[src/rtl/tdm_slot_timer_if.sv]
// Frame-pulse, slot-select and timing-output bundle of the TDM slot timer.
// The master side is the converter front end; the slave side is the timer.
interface tdm_slot_timer_if #(
  parameter int SLOT_W = 5
);
  logic              f0;
  logic              select;
  logic [SLOT_W-1:0] tx_slot;
  logic [SLOT_W-1:0] rx_slot;
  logic              clk_en_tx;
  logic              clk_en_rx;
  logic              clk_tx;
  logic              clk_rx;
  logic              locked;
  logic              sync_err;

  modport master (
    output f0, select, tx_slot, rx_slot,
    input  clk_en_tx, clk_en_rx, clk_tx, clk_rx, locked, sync_err
  );

  modport slave (
    input  f0, select, tx_slot, rx_slot,
    output clk_en_tx, clk_en_rx, clk_tx, clk_rx, locked, sync_err
  );
endinterface

[src/rtl/tdm_slot_timer.sv]
// ST-BUS style TDM slot timer: follows the f0 frame pulse, qualifies frame lock
// and decodes TX/RX slot enables and bit strobes from the frame position.
module tdm_slot_timer #(
  parameter int CHANNELS    = 32,
  parameter int BITS        = 8,
  parameter int CLK_PER_BIT = 2,
  parameter int LOCK_FRAMES = 2,
  parameter int MISS_MAX    = 2,
  parameter int RX_PHASE0   = 1,
  parameter int RX_PHASE1   = 0
) (
  input  logic            c4,
  input  logic            rst,
  tdm_slot_timer_if.slave bus
);
  localparam int FRAME_LEN = CHANNELS * BITS * CLK_PER_BIT;
  localparam int SLOT_LEN  = BITS * CLK_PER_BIT;
  localparam int SLOT_W    = (CHANNELS > 1) ? $clog2(CHANNELS) : 1;
  localparam int CNT_W     = $clog2(FRAME_LEN);
  localparam int PH_W      = $clog2(CLK_PER_BIT);
  localparam int GOOD_W    = $clog2(LOCK_FRAMES + 1);
  localparam int MISS_W    = $clog2(MISS_MAX + 1);

  typedef enum logic {UNLOCKED, LOCKED} lock_e;

  lock_e             state_q, state_d;
  logic              f0_q;
  logic              first_q, first_d;
  logic [CNT_W-1:0]  cnt_q, cnt_d;
  logic [SLOT_W-1:0] tx_sel_q, tx_sel_d, rx_sel_q, rx_sel_d, slot;
  logic [PH_W-1:0]   phase, rx_phase;
  logic [GOOD_W-1:0] good_q, good_d;
  logic [MISS_W-1:0] miss_q, miss_d;
  logic              fedge, wrap, lock_d, sync_err_d, tx_hit, rx_hit;
  logic              en_tx_q, en_rx_q, clk_tx_q, clk_rx_q, sync_err_q;

  assign fedge    = !bus.f0 && f0_q;
  assign wrap     = (cnt_q == CNT_W'(FRAME_LEN - 1));
  assign cnt_d    = (fedge || wrap) ? '0 : cnt_q + 1'b1;
  assign slot     = SLOT_W'(cnt_q / CNT_W'(SLOT_LEN));
  assign phase    = PH_W'(cnt_q % CNT_W'(CLK_PER_BIT));
  assign rx_phase = bus.select ? PH_W'(RX_PHASE1) : PH_W'(RX_PHASE0);

  // Selections are taken at position 0 so a whole frame decodes one request.
  assign tx_sel_d = (cnt_q == '0) ? bus.tx_slot : tx_sel_q;
  assign rx_sel_d = (cnt_q == '0) ? bus.rx_slot : rx_sel_q;
  assign tx_hit   = (slot == tx_sel_d);
  assign rx_hit   = (slot == rx_sel_d);
  assign lock_d   = (state_d == LOCKED);

  always_comb begin
    state_d    = state_q;
    good_d     = good_q;
    miss_d     = miss_q;
    first_d    = first_q;
    sync_err_d = 1'b0;
    if (fedge) begin
      first_d = 1'b0;
      miss_d  = '0;
      // The first pulse after reset has no reference position, so trust it.
      if (wrap || first_q) begin
        if (int'(good_q) < LOCK_FRAMES) good_d = good_q + 1'b1;
        if (int'(good_q) + 1 >= LOCK_FRAMES) state_d = LOCKED;
      end else begin
        sync_err_d = 1'b1;
        good_d     = '0;
        state_d    = UNLOCKED;
      end
    end else if (wrap) begin
      if (int'(miss_q) < MISS_MAX) miss_d = miss_q + 1'b1;
      if (int'(miss_q) + 1 >= MISS_MAX) begin
        state_d = UNLOCKED;
        good_d  = '0;
      end
    end
  end

  always_ff @(posedge c4) begin
    if (rst) begin
      f0_q       <= 1'b1;
      cnt_q      <= '0;
      tx_sel_q   <= '0;
      rx_sel_q   <= '0;
      good_q     <= '0;
      miss_q     <= '0;
      first_q    <= 1'b1;
      state_q    <= UNLOCKED;
      en_tx_q    <= 1'b0;
      en_rx_q    <= 1'b0;
      clk_tx_q   <= 1'b0;
      clk_rx_q   <= 1'b0;
      sync_err_q <= 1'b0;
    end else begin
      f0_q       <= bus.f0;
      cnt_q      <= cnt_d;
      tx_sel_q   <= tx_sel_d;
      rx_sel_q   <= rx_sel_d;
      good_q     <= good_d;
      miss_q     <= miss_d;
      first_q    <= first_d;
      state_q    <= state_d;
      en_tx_q    <= lock_d && tx_hit;
      en_rx_q    <= lock_d && rx_hit;
      clk_tx_q   <= lock_d && tx_hit && (phase == '0);
      clk_rx_q   <= lock_d && rx_hit && (phase == rx_phase);
      sync_err_q <= sync_err_d;
    end
  end

  assign bus.clk_en_tx = en_tx_q;
  assign bus.clk_en_rx = en_rx_q;
  assign bus.clk_tx    = clk_tx_q;
  assign bus.clk_rx    = clk_rx_q;
  assign bus.locked    = (state_q == LOCKED);
  assign bus.sync_err  = sync_err_q;
endmodule

[src/flat_wrapper.sv]
// flat-port wrapper written by rule: the top's interface ports become plain ports
module tdm_slot_timer_flat 
#(
  parameter int CHANNELS    = 32,
  parameter int BITS        = 8,
  parameter int CLK_PER_BIT = 2,
  parameter int LOCK_FRAMES = 2,
  parameter int MISS_MAX    = 2,
  parameter int RX_PHASE0   = 1,
  parameter int RX_PHASE1   = 0
)
  (c4, rst, bus_f0, bus_select, bus_tx_slot, bus_rx_slot, bus_clk_en_tx, bus_clk_en_rx, bus_clk_tx, bus_clk_rx, bus_locked, bus_sync_err);
  tdm_slot_timer_if bus_i ();
  input  logic c4;
  input  logic rst;
  input wire logic [$bits(bus_i.f0)-1:0] bus_f0;
  input wire logic [$bits(bus_i.select)-1:0] bus_select;
  input wire logic [$bits(bus_i.tx_slot)-1:0] bus_tx_slot;
  input wire logic [$bits(bus_i.rx_slot)-1:0] bus_rx_slot;
  output wire logic [$bits(bus_i.clk_en_tx)-1:0] bus_clk_en_tx;
  output wire logic [$bits(bus_i.clk_en_rx)-1:0] bus_clk_en_rx;
  output wire logic [$bits(bus_i.clk_tx)-1:0] bus_clk_tx;
  output wire logic [$bits(bus_i.clk_rx)-1:0] bus_clk_rx;
  output wire logic [$bits(bus_i.locked)-1:0] bus_locked;
  output wire logic [$bits(bus_i.sync_err)-1:0] bus_sync_err;
  assign bus_i.f0 = bus_f0;
  assign bus_i.select = bus_select;
  assign bus_i.tx_slot = bus_tx_slot;
  assign bus_i.rx_slot = bus_rx_slot;
  assign bus_clk_en_tx = bus_i.clk_en_tx;
  assign bus_clk_en_rx = bus_i.clk_en_rx;
  assign bus_clk_tx = bus_i.clk_tx;
  assign bus_clk_rx = bus_i.clk_rx;
  assign bus_locked = bus_i.locked;
  assign bus_sync_err = bus_i.sync_err;
  tdm_slot_timer #(.CHANNELS(CHANNELS), .BITS(BITS), .CLK_PER_BIT(CLK_PER_BIT), .LOCK_FRAMES(LOCK_FRAMES), .MISS_MAX(MISS_MAX), .RX_PHASE0(RX_PHASE0), .RX_PHASE1(RX_PHASE1)) u_core (.c4(c4), .rst(rst), .bus(bus_i));
endmodule
[config.mk]
export PLATFORM = sky130hd
export DESIGN_NAME = tdm_slot_timer_flat
export DESIGN_NICKNAME = d
export VERILOG_FILES = /design/src/rtl/tdm_slot_timer_if.sv /design/src/rtl/tdm_slot_timer.sv /design/src/flat_wrapper.sv
export SDC_FILE = /design/constraint.sdc
export NUM_CORES = 1
export LEC_CHECK = 0
export ABC_AREA = 1
export CAP_MARGIN = 0
export CORE_ASPECT_RATIO = 1.1
export CORE_MARGIN = 2
export CORE_UTILIZATION = 40
export DETAILED_ROUTE_END_ITERATION = 10
export PLACE_DENSITY_LB_ADDON = 0.25
export SYNTH_ARGS = -nofsm -noshare
export SYNTH_HDL_FRONTEND = slang
export SYNTH_SLANG_ARGS = --single-unit
[constraint.sdc]
create_clock -name c4 -period 2.6 [get_ports c4]
set_input_delay 0.65 -clock c4 [delete_from_list [all_inputs] [get_ports c4]]
set_output_delay 0.65 -clock c4 [all_outputs]
set_load 0.02 [all_outputs]
==> results of run 1 <==
power groups by stage:
stage | Clock, mW | Sequential, mW | Combinational, mW
CTS | 0.435 | 0.510 | 0.196
finish | 0.427 | 0.510 | 0.193
floorplan | 0 | 0.520 | 0.148
global placement | 0 | 0.520 | 0.193
global route | 0.457 | 0.513 | 0.220
detailed placement | 0 | 0.520 | 0.194
area by class of cell:
cell class	count	area [um2]	area share
multi-input combinational	151	849.6	0.4314
sequential	31	621.8	0.3158
timing repair buffer	20	197.7	0.1004
inverter	36	135.1	0.06862
clock buffer	8	100.1	0.05083
tap	52	65.06	0.03304
metrics by stage:
stage	setup WS (ps)	util	total power, mW
after CTS	308.3	0.4965	1.140
after floorplan	605.3	-	0.6678
final	397.9	0.4968	1.130
after global placement	445.3	0.4713	0.7129
after detailed placement	326.0	0.4713	0.7144
after global routing	49.43	0.4968	1.190
logic make-up (layout without fill, tap and decap cells):
family / count (synthesis) / count (layout)
AOI/OAI and AO/OA: 25 / 25
xor gates and xnor gates: 2 / 2
and+or+nand+nor: 119 / 119
DFF: 31 / 31
buffers and inverters: 40 / 64
adders and majority gates: 5 / 5
registers in the layout, summed over array words and instances (netlist names):
register and flops:
u_core.miss_q 2, u_core.f0_q 1, u_core.cnt_q 9, u_core.bus.clk_en_tx 1, u_core.bus.sync_err 1, u_core.tx_sel_q 5, u_core.bus.clk_en_rx 1, u_core.bus.clk_rx 1
u_core.first_q 1, u_core.bus.locked 1, u_core.bus.clk_tx 1, u_core.good_q 2, u_core.rx_sel_q 5
synth_stat cells:
cell and n:
dfxtp_1 31, clkbuf_1 1, nand4_1 1, or2_2 2, inv_2 4, xor2_1 1
nand2_1 40, xnor2_1 1, buf_12 1, ha_1 5, buf_8 1, nand3_1 27
nor2_8 2, o21ai_1 1, nand2_4 2, nand2_2 2, buf_6 1, nand2_8 1
nor3_1 5, inv_1 32, a21oi_1 15, nor2_1 15, nand3_2 4, nor2_2 9
nand3b_1 9, o21ai_0 9
routing by layer:
metal  GRT usage  vias to the layer above  part of all wire
met5           0                        -                 0
met4     0.07639                        0             0.020
met3     0.04867                        6             0.051
met2      0.2834                       30              0.48
met1      0.2039                      627              0.45
li1            -                      758                 -
worst paths after layout:
kind	startpoint	end	slack (ps)	cells after the start
max	u_core.cnt_q[0]	u_core.bus.clk_rx	400	14
min	u_core.cnt_q[0]	u_core.bus.clk_tx	460	1
max reg2reg	u_core.cnt_q[0]	u_core.bus.clk_rx	400	14
min reg2reg	u_core.cnt_q[0]	u_core.bus.clk_tx	460	1
what timing repair did:
| item | 4_1_cts | 5_1_grt |
|---|---|---|
| resized for setup | 0 | 1 |
| hold buffers | 0 | 0 |
| setup endpoints to repair | 0 | 4 |
cell usage in the layout, fill, tap and decap left out:
cell              n
nand3_2           4
nand2_1          40
ha_1              5
dfxtp_1          30
nand2_4           2
or2_2             2
nand2_8           1
xor2_1            1
o21ai_1           1
nand4_1           1
nor3_1            5
nand2_2           2
nor2_2            9
buf_4             1
nor2_8            2
inv_1            32
a21oi_1          15
xnor2_1           1
nand3_1          27
nor2_1           15
clkdlybuf4s50_1  19
dfxtp_2           1
inv_2             4
nand3b_1          9
o21ai_0           9
clkbuf_1          1
clkbuf_8          7
==> flow_summary.yaml, run 1 <==
run_status:
  run_status: "complete, no violations"
critical_path:
  start_kind: "register"
  path_cells: "ha_1 > nand2_1 > inv_1 > nand4_1 > nor3_1 > ha_1 > inv_1 > nand2_1 > o21ai_0 > o21ai_1 > nand2_1 > nor2_2 > nand3_2 > nor2_2"
  crit_buf_inv: 2
  crit_path_max_fanout: 5
  critPathArrivalTime_ps: 2430
  timing.critical_path.mode_cell: "nand2_1"
  cp-end-kind: "register"
  required_ps: 2830
  slowest_stage: "dfxtp_2"
  critPathKind: "register to register"
  critical-path-top-delay-family: "simple AND/OR/NAND/NOR gates"
  critPathMaxStageDelay_ps: 370
timing:
  setup_tns_ps: 0
  fmax_mhz: 454.1
  tightest_slew_ps: 325.0
  fin_worst_skew_ps: 7.504
  slew_headroom: 0.7834
  slew_violations: 0
  worst_hold_slack_ps: 455.7
  setup_violations: 0
  finalCritPeriodShare: 0.8470
  grt_setup_unrepaired: "no"
  hold_viol_final: 0
  min_period_ps: 2202
global_routing:
  grt_max_degree: 20
  grt_remaining_overflow: 0
  grt_pass1_vias: 1371
  grt_usage: 0.1706
  grt_pass1_wl_um: 6072
  antenna_found_initial: 0
floorplan:
  initial_core_util: 0.4176
  die_w_um: 65.34
  rows: 24
  num_io_pins: 20
  die_y_um: 71.47
  dieArea_mm2: 0.004669
  core_mm2: 0.003964
cts:
  postCtsSetupBuffers: 0
  cts_root_buffer: "clkbuf_8"
  cts_tree: "yes"
  clkTransAtPathRegs_ps: 60
  clk_latency_ps: 290
  cts_max_path_buffers: 2
  cts_buffers: 5
  htreeDepth: 2
  cts.sinks: 31
placed_design:
  placed_area_mm2: 0.001868
  port_buffers: 19
  gp_congestion: 0.8531
  dp.cells: 290
  hpwl_um: 2549
power_and_ir_drop:
  leakage_nw: 0.8418
  power_switching_share: 0.2738
  ir_drop_uv: 261.6
  pwr-share-seq: 0.452
  p_per_area_mw_per_mm2: 573.7
  p_sw_mw: 0.3093
  combPwrFrac: 0.171
  clock_power_share: 0.378
  power.internal_mw: 0.8206
synth:
  yosysSeqAreaShare: 0.3749
  synth_warnings: 0
  post_synth.cell_area_avg_um2: 7.456
  synth_seq_cells: 31
  synth_area_leaders: "dfxtp_1 37%, nand2_1 9.1%, nand3_1 8.2%"
  synthAdderAreaFrac: 0.03779
  muxShareOfSynthArea: 0
  synth_top_area_frac: 0.3749
  synth_xor_area_frac: 0.01058
  yosysUniqueCellTypes: 26
  synth_simple_gate_area_frac: 0.3893
  synthesis.nets: 241
  synth_top_family_by_area: "simple AND/OR/NAND/NOR gates"
  yosysTopAreaCell: "dfxtp_1"
  synth_compound_area_frac: 0.07559
  synth_area_mm2: 0.001655
  synth_cells: 222
detailed_routing:
  drc: 0
  via_per_inst: 4.768
  routed_wl_um: 3423
  firstDrtPassIters: 4
  vias: 1421
  detail-route-antenna-nets: 0
  first_iter_violations: 88
  wl_per_cell_um: 11.49
final_layout:
  fin_nets: 264
  fillers: 399
  area_growth_pct: 18.97
  final_cells: 298
  drive_above_1_share: 0.1423
  diodes: 0
  final_cell_area_mm2: 0.001969
flow_run:
  maxCapViolCount: 0
min_path:
  min_path_type: "register to register"
Power figures use the tool's default switching activity.
==> run 2: changes to the inputs <==
==> constraint.sdc (replaced) <==
create_clock -name c4 -period 1.93 [get_ports c4]
set_input_delay 0.4825 -clock c4 [delete_from_list [all_inputs] [get_ports c4]]
set_output_delay 0.4825 -clock c4 [all_outputs]
set_load 0.02 [all_outputs]
==> flow_summary.yaml, run 2 (synthesis results as in run 1) <==
critical_path:
  path_cells: "ha_4 > nand2_2 > inv_2 > nand4_1 > nor3_2 > ha_2 > inv_2 > or2_4 > nand3_1 > o21ai_2 > nand2_1 > nor2_2 > nand3_2 > inv_1"
  critical-path-top-delay-family: "simple AND/OR/NAND/NOR gates"
  required_ps: 2110
  worstSetupStartpoint: "u_core.cnt_q[0]"
  slowest_stage: "dfxtp_4"
  critPathMaxStageDelay_ps: 360
  cp-end-kind: "register"
  ff2ff_path_depth: 14
  critPathArrivalTime_ps: 2110
  start_kind: "register"
  r2r-start: "u_core.cnt_q[0]"
  r2r_setup_slack_ps: 3
  crit_cells: 14
  timing.critical_path.mode_cell: "inv_2"
  crit_buf_inv: 3
  critPathKind: "register to register"
  crit_path_max_fanout: 3
placed_design:
  hpwl_um: 2712
  place_ws_ps: -81.53
  dp.cells: 303
  gp_congestion: 0.8315
  placed_area_mm2: 0.002016
  port_buffers: 19
timing:
  slew_headroom: 0.7888
  fin_ws_ps: 2.698
  min_period_ps: 1927
  tightest_slew_ps: 316.8
  fmax_mhz: 518.9
  finalCritPeriodShare: 0.9986
  setup_violations: 0
  worst_hold_slack_ps: 480.1
  hold_viol_final: 0
  grt_setup_unrepaired: "yes"
  fin_worst_skew_ps: 2.945
  slew_violations: 0
floorplan:
  die_w_um: 65.34
  num_io_pins: 20
  core_mm2: 0.003964
  initial_core_util: 0.4176
  rows: 24
  dieArea_mm2: 0.004669
  die_y_um: 71.47
final_layout:
  largest_register_ffs: 9
  final_cell_area_mm2: 0.002120
  reg_top3: "u_core.cnt_q (9), u_core.rx_sel_q (5), u_core.tx_sel_q (5)"
  final_cells: 312
  drive_above_1_share: 0.2269
  diodes: 0
  fin_nets: 278
  final_cell_mix: "38 x nand2_1, 29 x inv_1, 29 x dfxtp_1"
  area_growth_pct: 28.04
  final_common_cell: "nand2_1"
  regMostFlops: "u_core.cnt_q"
cts:
  cts_max_path_buffers: 2
  clk_latency_ps: 280
  cts.sinks: 31
  ctsHoldBuffers: 0
  htreeDepth: 2
  cts_tree: "yes"
  cts_buffers: 5
  clkTransAtPathRegs_ps: 60
  cts_root_buffer: "clkbuf_8"
detailed_routing:
  detail-route-antenna-nets: 0
  wl_per_cell_um: 11.25
  drc: 0
  vias: 1508
  via_per_inst: 4.833
  firstDrtPassIters: 6
  routed_wl_um: 3511
  first_iter_violations: 102
min_path:
  min_path_type: "register to register"
  hp-start: "u_core.miss_q[0]"
  hold_path_depth: 2
global_routing:
  grt_max_degree: 20
  grt_usage: 0.1758
  grt_pass1_wl_um: 6216
  grt_remaining_overflow: 0
  antenna_found_initial: 0
  grt_pass1_vias: 1393
flow_run:
  maxCapViolCount: 0
power_and_ir_drop:
  ir_drop_uv: 263.7
  leakage_nw: 0.9126
  finalPower_mw: 1.476
  p_per_area_mw_per_mm2: 696.6
run_status:
  run_status: "complete, no violations"
## run 2: cell count changes in the layout (fill, tap and decap cells not counted), sizes merged
cell | previous run | this run
clkbuf | 8 | 7
clkinv | 0 | 1
buf | 1 | 15
## run 2: power by group
part	internal [mW]	switching [mW]	leakage (nW)	total [mW]
clock network	0.253	0.237	0.0422	0.490
logic	0.139	0.161	0.616	0.299
registers	0.672	0.0155	0.255	0.687
total	1.06	0.414	0.913	1.48
## run 2: final timing paths
check	to
worst max-delay path	u_core.bus.clk_en_tx
worst min-delay path	u_core.miss_q[0]
worst max register to register	u_core.bus.clk_en_tx
worst min register to register	u_core.miss_q[0]
## run 2: final cells by class
type,count,area (um2)
multi-input cells,151,884.6
clock inverters,1,5.005
inverters,36,135.1
fillers,401,1844
flip-flops and latches,31,625.6
clock buffers,7,76.32
well taps,52,65.06
repair buffers,34,327.8
## run 2: worst min-delay path: stages (launching register included)
cell	delay [ps]
dfxtp_1	310
o21ai_0	70
a21oi_1	60
## run 2: stage by stage
stage | TNS (ps) | util
after global routing | -810.7 | 0.5347
after global placement | 0 | 0.5085
final | 0 | 0.5347
after CTS | 0 | 0.5303
after detailed placement | -258.8 | 0.5085
after floorplan | 0 | -
## run 2: what timing repair did
item,in CTS,in global routing
endpoints found under the setup margin,5,5
gates resized for setup,1,7
buffers inserted,0,1
pin swaps,2,12
endpoints found under the hold margin,0,0
## run 2: metal layers
metal  vias up  global-route usage  routed length [um]
li1        785                   -                   -
met2        38              0.2925                1710
met3         5             0.05338                 160
met5         -                   0                   0
met1       680              0.2116                1582
met4         0             0.06944                  57
